<file path="config.mk">
export PLATFORM = sky130hd
export DESIGN_NAME = uart_tx_arb
export DESIGN_NICKNAME = d
export VERILOG_FILES = /design/src/rtl/uart_tx_arb_pkg.sv /design/src/rtl/uart_tx_arb_rr_pick.sv /design/src/rtl/uart_tx_arb.sv
export SDC_FILE = /design/constraint.sdc
export NUM_CORES = 1
export LEC_CHECK = 0
export CAP_MARGIN = 20
export CORE_MARGIN = 4
export CORE_UTILIZATION = 45
export DETAILED_ROUTE_END_ITERATION = 6
export DONT_BUFFER_PORTS = 1
export PLACE_DENSITY_LB_ADDON = 0.05
export RECOVER_POWER = 50
export SYNTH_ARGS = -nofsm -noshare
export SYNTH_HDL_FRONTEND = slang
export SYNTH_SLANG_ARGS = --single-unit
</file>
<file path="constraint.sdc">
create_clock -name clk -period 3.7 [get_ports clk]
set_input_delay 0.37 -clock clk [delete_from_list [all_inputs] [get_ports clk]]
set_output_delay 0.37 -clock clk [all_outputs]
set_load 0.1 [all_outputs]
</file>
<file path="src/rtl/uart_tx_arb_pkg.sv">
// Shared constants for the UART transmit arbiter: FSM state encoding and
// default sizing for the requester count and busy-rise watchdog.
package uart_tx_arb_pkg;

    typedef logic [1:0] state_t;

    localparam state_t ST_IDLE      = 2'd0;
    localparam state_t ST_START     = 2'd1;
    localparam state_t ST_WAIT_BUSY = 2'd2;
    localparam state_t ST_WAIT_DONE = 2'd3;

    localparam int NREQ_DEF = 4;
    localparam int WDOG_DEF = 7;

endpackage

</file>
<file path="src/rtl/uart_tx_arb_rr_pick.sv">
// Rotating winner picker: the search starts one past i_last and wraps, so
// the requester just served has the lowest priority on the next pick.
module uart_rr_pick
    import uart_tx_arb_pkg::*;
#(
    parameter int NREQ = NREQ_DEF
) (
    input  logic [NREQ-1:0] i_req,
    input  logic [2:0]      i_last,
    output logic [NREQ-1:0] o_onehot,
    output logic [2:0]      o_idx,
    output logic            o_valid
);

    // Walk offsets from farthest to nearest so the nearest hit is written last.
    always_comb begin
        o_valid = 1'b0;
        o_idx   = 3'd0;
        for (int k = NREQ; k >= 1; k--) begin
            for (int i = 0; i < NREQ; i++) begin
                if (i_req[i] && (i == (int'(i_last) + k) % NREQ)) begin
                    o_valid = 1'b1;
                    o_idx   = 3'(i);
                end
            end
        end
    end

    always_comb begin
        o_onehot = '0;
        for (int i = 0; i < NREQ; i++) begin
            o_onehot[i] = o_valid && (o_idx == 3'(i));
        end
    end

endmodule

</file>
<file path="src/rtl/uart_tx_arb.sv">
// Arbitrates NREQ byte requesters onto one UART byte transmitter.
// Define UART_TX_ARB_FIXED_PRIO_EN for fixed lowest-index-wins priority.
module uart_tx_arb
    import uart_tx_arb_pkg::*;
#(
    parameter int NREQ = NREQ_DEF,
    parameter int WDOG = WDOG_DEF
) (
    input  logic              clk,
    input  logic              rst,
    input  logic [NREQ-1:0]   req,
    input  logic [8*NREQ-1:0] req_data,
    output logic [NREQ-1:0]   ack,
    output logic [7:0]        tx_data,
    output logic              tx_start,
    input  logic              tx_busy,
    output logic [2:0]        grant_id,
    output logic              active,
    output logic              err
);

    localparam int              WD_W    = $clog2(WDOG + 1);
    localparam logic [WD_W-1:0] WD_LAST = WD_W'(WDOG - 1);
    localparam logic [2:0]      PTR_RST = 3'(NREQ - 1);

    state_t            r_state;
    logic [NREQ-1:0]   r_ack;
    logic [7:0]        r_tx_data;
    logic [2:0]        r_grant;
    logic              r_err;
    logic [WD_W-1:0]   r_wdog;

    logic [2:0]        w_ptr;
    logic [NREQ-1:0]   w_onehot;
    logic [2:0]        w_idx;
    logic              w_valid;
    logic [7:0]        w_byte;

`ifdef UART_TX_ARB_FIXED_PRIO_EN
    // Pinning the pointer at the top index makes the picker start at index 0.
    assign w_ptr = PTR_RST;
`else
    assign w_ptr = r_grant;
`endif

    uart_rr_pick #(
        .NREQ (NREQ)
    ) u_pick (
        .i_req    (req),
        .i_last   (w_ptr),
        .o_onehot (w_onehot),
        .o_idx    (w_idx),
        .o_valid  (w_valid)
    );

    always_comb begin
        w_byte = 8'h00;
        for (int i = 0; i < NREQ; i++) begin
            if (w_onehot[i]) w_byte = req_data[8*i +: 8];
        end
    end

    always_ff @(posedge clk or negedge rst) begin
        if (!rst) begin
            r_state   <= ST_IDLE;
            r_ack     <= '0;
            r_tx_data <= 8'h00;
            r_grant   <= PTR_RST;
            r_err     <= 1'b0;
            r_wdog    <= '0;
        end else begin
            r_ack <= '0;
            case (r_state)
                ST_IDLE: begin
                    if (w_valid) begin
                        r_state   <= ST_START;
                        r_ack     <= w_onehot;
                        r_tx_data <= w_byte;
                        r_grant   <= w_idx;
                    end
                end
                ST_START: begin
                    r_state <= ST_WAIT_BUSY;
                    r_wdog  <= '0;
                end
                ST_WAIT_BUSY: begin
                    // A transmitter that never acknowledges must not stall the arbiter.
                    if (tx_busy) begin
                        r_state <= ST_WAIT_DONE;
                    end else if (r_wdog == WD_LAST) begin
                        r_err   <= 1'b1;
                        r_state <= ST_IDLE;
                    end else begin
                        r_wdog <= r_wdog + WD_W'(1);
                    end
                end
                ST_WAIT_DONE: begin
                    if (!tx_busy) r_state <= ST_IDLE;
                end
                default: r_state <= ST_IDLE;
            endcase
        end
    end

    assign ack      = r_ack;
    assign tx_data  = r_tx_data;
    assign tx_start = (r_state == ST_START);
    assign grant_id = r_grant;
    assign active   = (r_state != ST_IDLE);
    assign err      = r_err;

endmodule

</file>
==> results of run 1 <==
-- stage by stage --
step / cell area (um^2) / setup slack, ns / cells / hold slack [ns]
finish: 1320 / 1.18 / 156 / 0.222
global route: 1320 / 1.03 / 156 / 0.204
CTS: 1320 / 1.20 / 156 / 0.207
detailed placement: 1280 / 1.22 / 151 / 0.0750
global placement: 1280 / 1.33 / 151 / 0.0749
floorplan: 1280 / 1.54 / 125 / 0.0744
-- layer usage --
layer  global-route usage, %  wire, um
met4                    5.45        10
met5                       0         0
met1                    19.5      1180
met3                    5.66       278
met2                    26.6      1460
-- state kept, by name, summed over array words and instances, names as in the netlist --
register	flops
r_wdog	3
ack	4
r_state	2
grant_id	2
tx_data	8
err	1
-- placed cells by master (no fill, tap or decap), drive strengths merged, types with 2 or more instances in the layout --
cell type | netlist | layout
o21ai | 4 | 4
and3 | 2 | 2
o31ai | 2 | 2
a221oi | 8 | 8
ha | 6 | 6
a211oi | 5 | 5
clkbuf | 1 | 4
dfrtp | 18 | 18
nand2 | 16 | 16
a41o | 3 | 3
a21oi | 7 | 7
nor2b | 2 | 2
nor2 | 11 | 11
o22ai | 2 | 2
inv | 8 | 8
a31oi | 3 | 3
dfstp | 2 | 2
mux2i | 6 | 6
-- area by class of cell --
class | count | share of cell area [%]
sequential | 20 | 38.1
multi-input combinational | 92 | 53.9
inverter | 8 | 2.27
timing repair buffer | 1 | 0.758
clock buffer | 4 | 1.99
tap | 31 | 2.94
-- repair_timing --
action	in CTS	in global routing
hold buffers	1	0
endpoints found under the hold margin	20	0
setup endpoints to repair	0	0
-- kinds of logic after synthesis --
family | share of synthesized area, %
AO/OA/AOI/OAI | 28.9
AND/OR/NAND/NOR | 14.9
flip-flops | 39.3
buffers and inverters | 5.18
multiplexers | 5.57
adder cells (fa/ha/maj) | 5.86
other | 0.293
-- path summary, 6_finish.rpt --
kind | startpoint | slack [ns] | cells past startpoint | endpoint
setup / recovery | grant_id[0] | 1.18 | 5 | tx_data[5]
setup reg to reg | grant_id[0] | 1.18 | 5 | tx_data[5]
max in group asynchronous | rst | 2.54 | 1 | r_wdog[1]
hold / removal | tx_busy | 0.22 | 2 | r_state[1]
min in group asynchronous | rst | 0.62 | 1 | ack[0]
hold reg to reg | r_state[1] | 0.56 | 1 | r_state[1]
==> impl_metrics.tcl, run 1 <==
set metrics [dict create \
    yosys-top-cells-area "dfrtp_1, a221oi_2, ha_1" \
    tightest_slew_ns 1.08 \
    seq_area_um2 503 \
    drt-total-wl_um 2930 \
    wl_per_cell_um 18.8 \
    synth_seq_cells 20 \
    cp_max_fo 16 \
    hold_class "in -> reg" \
    grt.total_usage_pct 16.1 \
    post_cts_buffers 0 \
    synthCells 125 \
    synth_top_area_cell "dfrtp_1" \
    synth.distinct_cells 40 \
    grt_max_degree 21 \
    synthesis.nets 170 \
    die_h_um 61.4 \
    grt_pass1_wl_um 4510 \
    grt_overflow 0 \
    status "complete, no violations" \
    fin_util_pct 48.3 \
    rsz0062_at_grt "no" \
    die-width_um 61.4 \
    num-fill-cells 262 \
    slew_headroom_pct 28.2 \
    start_kind "register" \
    route.detailed.drc 0 \
    antenna_found_initial 0 \
    multiInputGateArea_um2 712 \
    worst-setup-path-type "reg -> reg" \
    initial_utilization_pct 46.9 \
    finalSetupViolCount 0 \
    cts_sinks 20 \
    synth_top_area_share_pct 35.2 \
    cts_buffer_depth 2 \
    drtAntennaViolNets 0 \
    synthToLayoutAreaGrowth_pct 3.03 \
    synth_edf_count 0 \
    htreeDepth 1 \
    final_nets 171 \
    cts_root_buf "clkbuf_4" \
    final.setup_skew_ns 0.00302 \
    synth.most_common_cell "dfrtp_1" \
    final.min_clock_period_ns 2.52 \
    grt_pass1_vias 993 \
    cp_cell_sequence "nor2b_2, o21ai_2, nand3_4, a221oi_1, o31ai_2" \
    diodes 0 \
    final-max-slew-violation-count 0 \
    clkLatencyLatePin_ns 0.30 \
    end_kind "register" \
    firstDrtPassIters 4 \
    synth_ff_type "dfrtp_1" \
    via_per_inst 6.20 \
    setup_tns_ns 0 \
    die_area_um2 3770 \
    critical-path-max-stage-delay_ns 1.25 \
    clkTransAtPathRegs_ns 0.11 \
    cpMaxStageDelayCell "dfstp_1" \
    ys_seq_area_share_pct 39.3 \
    arrival_ns 2.71 \
    netlist_top_cells_count "dfrtp_1, nand2_1, nor2_1" \
    cpLargestDelayFamily "flip-flops" \
    ys_warn_count 0 \
    cts_tree "done" \
    critPathBufInv 0 \
    gp_congestion 0.780 \
    timing.fmax_mhz 397 \
    port_buffers 0 \
    drive_above_1_share_pct 16.0 \
    drv_cap 0 \
    cts_resized 0 \
    finalCritPeriodShare_pct 68.1 \
    num_vias 967 \
    coreArea_um2 2730 \
    drt_iter0_drc 37 \
    syn_avg_cell_area_um2 10.2 \
    ioPinCount 57 \
    rows 19 \
    hpwl_um 2360 \
    cts_buffers 3 \
    worstPathRequired_ns 3.89 \
    async_flop_share_pct 100 \
    netlist_area_um2 1280 \
    hold_viol_final 0 \
]
Power of run 1 is not shown: default switching activity piles up to over one toggle a cycle in this logic, so the estimate is an artifact.
==> run 2: changes to the inputs <==
==> constraint.sdc (replaced) <==
create_clock -name clk -period 2.6 [get_ports clk]
set_input_delay 0.26 -clock clk [delete_from_list [all_inputs] [get_ports clk]]
set_output_delay 0.26 -clock clk [all_outputs]
set_load 0.1 [all_outputs]
==> impl_metrics.tcl, run 2 (same netlist as run 1, synthesis figures left out) <==
set metrics [dict create \
    via_per_inst 6.06 \
    status "complete, no violations" \
    end_kind "output pin" \
    finalCritPeriodShare_pct 80.2 \
    critical-path-max-stage-delay_ns 0.89 \
    clkLatencyLatePin_ns 0.30 \
    ioPinCount 57 \
    mostFrequentLayoutCell "dfrtp_1" \
    rrSetupSlack_ns 0.68 \
    hold_viol_final 0 \
    coreArea_um2 2730 \
    critPathBufInv 1 \
    hold_depth 2 \
    drv_cap 0 \
    final.min_clock_period_ns 2.08 \
    cpLargestDelayFamily "buffers and inverters" \
    antenna_found_initial 0 \
    final-max-slew-violation-count 0 \
    synthToLayoutAreaGrowth_pct 7.03 \
    slew_headroom_pct 22.8 \
    route.detailed.drc 0 \
    cp_cell_sequence "clkbuf_1" \
    hp-start "tx_busy" \
    htreeDepth 1 \
    clkTransAtPathRegs_ns 0.12 \
    cpMaxStageDelayCell "clkbuf_1" \
    arrival_ns 1.82 \
    rsz0062_at_grt "no" \
    die-width_um 61.4 \
    hpwl_um 2230 \
    worstPathRequired_ns 2.34 \
    firstDrtPassIters 4 \
    start_kind "register" \
    gp_congestion 0.780 \
    initial_utilization_pct 46.9 \
    grt_max_degree 21 \
    crit_start "grant_id[0]" \
    setup_tns_ns 0 \
    num-fill-cells 264 \
    worstReg2RegEnd "tx_data[2]" \
    port_buffers 0 \
    cts_sinks 20 \
    diodes 0 \
    worstReg2RegStart "grant_id[0]" \
    drt_iter0_drc 39 \
    timing.fmax_mhz 480 \
    final_nets 176 \
    wl_per_cell_um 17.6 \
    tightest_slew_ns 1.16 \
    pre_cts_ws_ns 0.810 \
    final.setup_skew_ns 0.00248 \
    worst-setup-path-type "reg -> out" \
    drive_above_1_share_pct 18.5 \
    multiInputGateArea_um2 703 \
    mostFrequentLayoutCells "dfrtp_1, nand2_1, nor2_1, inv_1, a21oi_1" \
    grt_pass1_wl_um 4400 \
    seq_area_um2 503 \
    cts_buffers 3 \
    drtAntennaViolNets 0 \
    fin_util_pct 50.2 \
    cts_root_buf "clkbuf_4" \
    cts_buffer_depth 2 \
    cp_max_fo 6 \
    finish.instance_area_um2 1370 \
    rows 19 \
    largest_reg_flops 8 \
    die_area_um2 3770 \
    finalSetupViolCount 0 \
    num_vias 976 \
    drt-total-wl_um 2840 \
    grt_pass1_vias 949 \
    cts_tree "done" \
    grt.total_usage_pct 15.8 \
    dpl-instance-area_um2 1320 \
    grt_overflow 0 \
    hold_path_end "r_state[1]" \
    die_h_um 61.4 \
    setup_ws_ns 0.516 \
    reg2reg_depth 5 \
    hold_class "in -> reg" \
]
run 2: changes by cell type in the layout (fill, tap and decap cells not counted):
cell,delta
buf_4,+4
o221a_1,+1
o221a_4,-1
bufinv_16,+1
run 2: routing by layer:
layer	track usage, %	part of all wire [%]	vias to the layer above	routed length [um]
li1	-	-	479	-
met1	21.4	44	461	1250
met2	23.7	46	34	1320
met3	5.66	9.2	2	261
met4	4.55	0.35	0	10
met5	0	0	-	0
run 2: worst max path at each step:
stage	end	slack, ns	cells past startpoint
floorplan	tx_data[0]	0.44	7
global placement	tx_data[2]	0.86	5
detailed placement	tx_data[5]	0.81	5
CTS	active	0.79	4
global route	grant_id[0]	0.47	1
finish	grant_id[0]	0.52	1
run 2: worst register-to-register path, cell delays in order, from the launching register on:
cell	delay (ns)
dfstp_1	0.64
or3b_1	0.29
o221a_1	0.38
mux2_1	0.35
nand2_1	0.07
a31oi_1	0.09
run 2: stage by stage:
stage | cells | hold WS (ns)
2_1_floorplan | 125 | -0.0356
3_3_place_gp | 156 | -0.0350
3_5_place_dp | 156 | -0.0350
4_1_cts | 161 | 0.0909
5_1_grt | 161 | 0.0966
6_report | 161 | 0.111
run 2: area by class of cell:
cell class	count	share of cell area, %
Multi-Input combinational cell	92	51.3
Sequential cell	20	36.7
Timing Repair Buffer	6	3.19
Tap cell	31	2.83
Clock inverter	1	2.19
Inverter	8	2.19
Clock buffer	3	1.64
run 2: repair_timing:
item	4_1_cts	5_1_grt
setup buffers	0	0
hold buffers	1	0
hold endpoints to repair	20	0
setup endpoints to repair	0	0
resized for setup	0	0
Power of run 2 is left out for the same reason.
==> run 3: changes to the inputs <==
==> constraint.sdc (replaced) <==
create_clock -name clk -period 2 [get_ports clk]
set_input_delay 0.2 -clock clk [delete_from_list [all_inputs] [get_ports clk]]
set_output_delay 0.2 -clock clk [all_outputs]
set_load 0.1 [all_outputs]
==> impl_metrics.tcl, run 3 (same netlist as run 1, synthesis figures left out) <==
set metrics [dict create \
    status "complete, no violations" \
    clkTransAtPathRegs_ns 0.12 \
    cts_buffer_depth 2 \
    drt-total-wl_um 3010 \
    slew_headroom_pct 39.5 \
    grt.total_usage_pct 16.3 \
    firstDrtPassIters 4 \
    final.setup_skew_ns 0.00804 \
    worst-setup-path-type "reg -> reg" \
    final-max-slew-violation-count 0 \
    antenna_found_initial 0 \
    cp_max_fo 16 \
    rows 19 \
    timing.fmax_mhz 539 \
    final.min_clock_period_ns 1.86 \
    mostFrequentLayoutCell "dfrtp_1" \
    drtAntennaViolNets 0 \
    die_area_um2 3770 \
    wl_per_cell_um 17.4 \
    cts_resized 0 \
    hold_depth 2 \
    synthToLayoutAreaGrowth_pct 16.3 \
    ctsHoldBuffers 1 \
    largest_reg_flops 8 \
    cts_sinks 20 \
    drv_cap 0 \
    grt_overflow 0 \
    ioPinCount 57 \
    final_nets 188 \
    hpwl_um 2340 \
    num_vias 1031 \
    mostFrequentLayoutCells "dfrtp_1, nand2_1, nor2_1, buf_4, clkbuf_2" \
    hold_viol_final 0 \
    die-width_um 61.4 \
    finalCritPeriodShare_pct 92.8 \
    drt_iter0_drc 46 \
    tightest_slew_ns 0.904 \
    finalSetupViolCount 0 \
    port_buffers 0 \
    gp_congestion 0.741 \
    start_kind "register" \
    die_h_um 61.4 \
    grt_max_degree 21 \
    diodes 0 \
    cts_tree "done" \
    arrival_ns 2.04 \
    clkLatencyLatePin_ns 0.30 \
    coreArea_um2 2730 \
    rsz0062_at_grt "no" \
    route.detailed.drc 0 \
    hold_class "in -> reg" \
    reg2reg_depth 5 \
    initial_utilization_pct 46.9 \
    worstPathRequired_ns 2.19 \
    grt_pass1_vias 1033 \
    grt_pass1_wl_um 4580 \
    drive_above_1_share_pct 29.6 \
    cts_root_buf "clkbuf_4" \
    via_per_inst 5.96 \
    end_kind "register" \
    htreeDepth 1 \
    cts_buffers 3 \
    setup_tns_ns 0 \
    post_cts_buffers 0 \
]
run 3: critical path, cell delays in order, from the launching register on:
cell,delay (ns)
dfstp_4,0.67
a21boi_0,0.11
o21bai_2,0.23
nand3_4,0.27
a221oi_1,0.38
o31ai_2,0.08
run 3: worst paths after layout:
check | start | to | slack (ns)
worst min-delay path | tx_busy | r_state[1] | 0.04
worst max-delay path | grant_id[1] | tx_data[5] | 0.14
max in group asynchronous | rst | tx_data[4] | 0.99
worst min register to register | tx_data[6] | tx_data[6] | 0.52
worst max register to register | grant_id[1] | tx_data[5] | 0.14
min in group asynchronous | rst | r_state[1] | 0.45
run 3: through the flow:
| step | setup WS, ns | utilization, % | cells | cell area (um^2) | hold slack, ns |
|---|---|---|---|---|---|
| after floorplan | 0.0246 | - | 125 | 1320 | -0.0956 |
| after global routing | 0.0314 | 54.5 | 173 | 1490 | 0.0373 |
| after global placement | 0.240 | 53.0 | 168 | 1450 | -0.0951 |
| final | 0.144 | 54.5 | 173 | 1490 | 0.0435 |
| after detailed placement | 0.150 | 53.0 | 168 | 1450 | -0.0951 |
| after CTS | 0.152 | 55.2 | 173 | 1510 | 0.0265 |
run 3: area by class of cell:
type / instances / area (um^2)
flip-flops and latches: 20 / 510
repair buffers: 18 / 118
fillers: 262 / 1240
clock buffers: 3 / 22.5
well taps: 31 / 38.8
multi-input cells: 92 / 737
inverters: 8 / 33.8
clock inverters: 1 / 30.0
run 3: metal layers:
layer	up-vias	routed length [um]	share of wire (%)	GRT usage [%]
met5	-	0	0	0
met4	0	16	0.53	4.55
met3	2	226	7.5	3.98
met2	35	1490	49	27.2
met1	495	1280	43	21.0
li1	499	-	-	-
Power of run 3 is left out for the same reason.
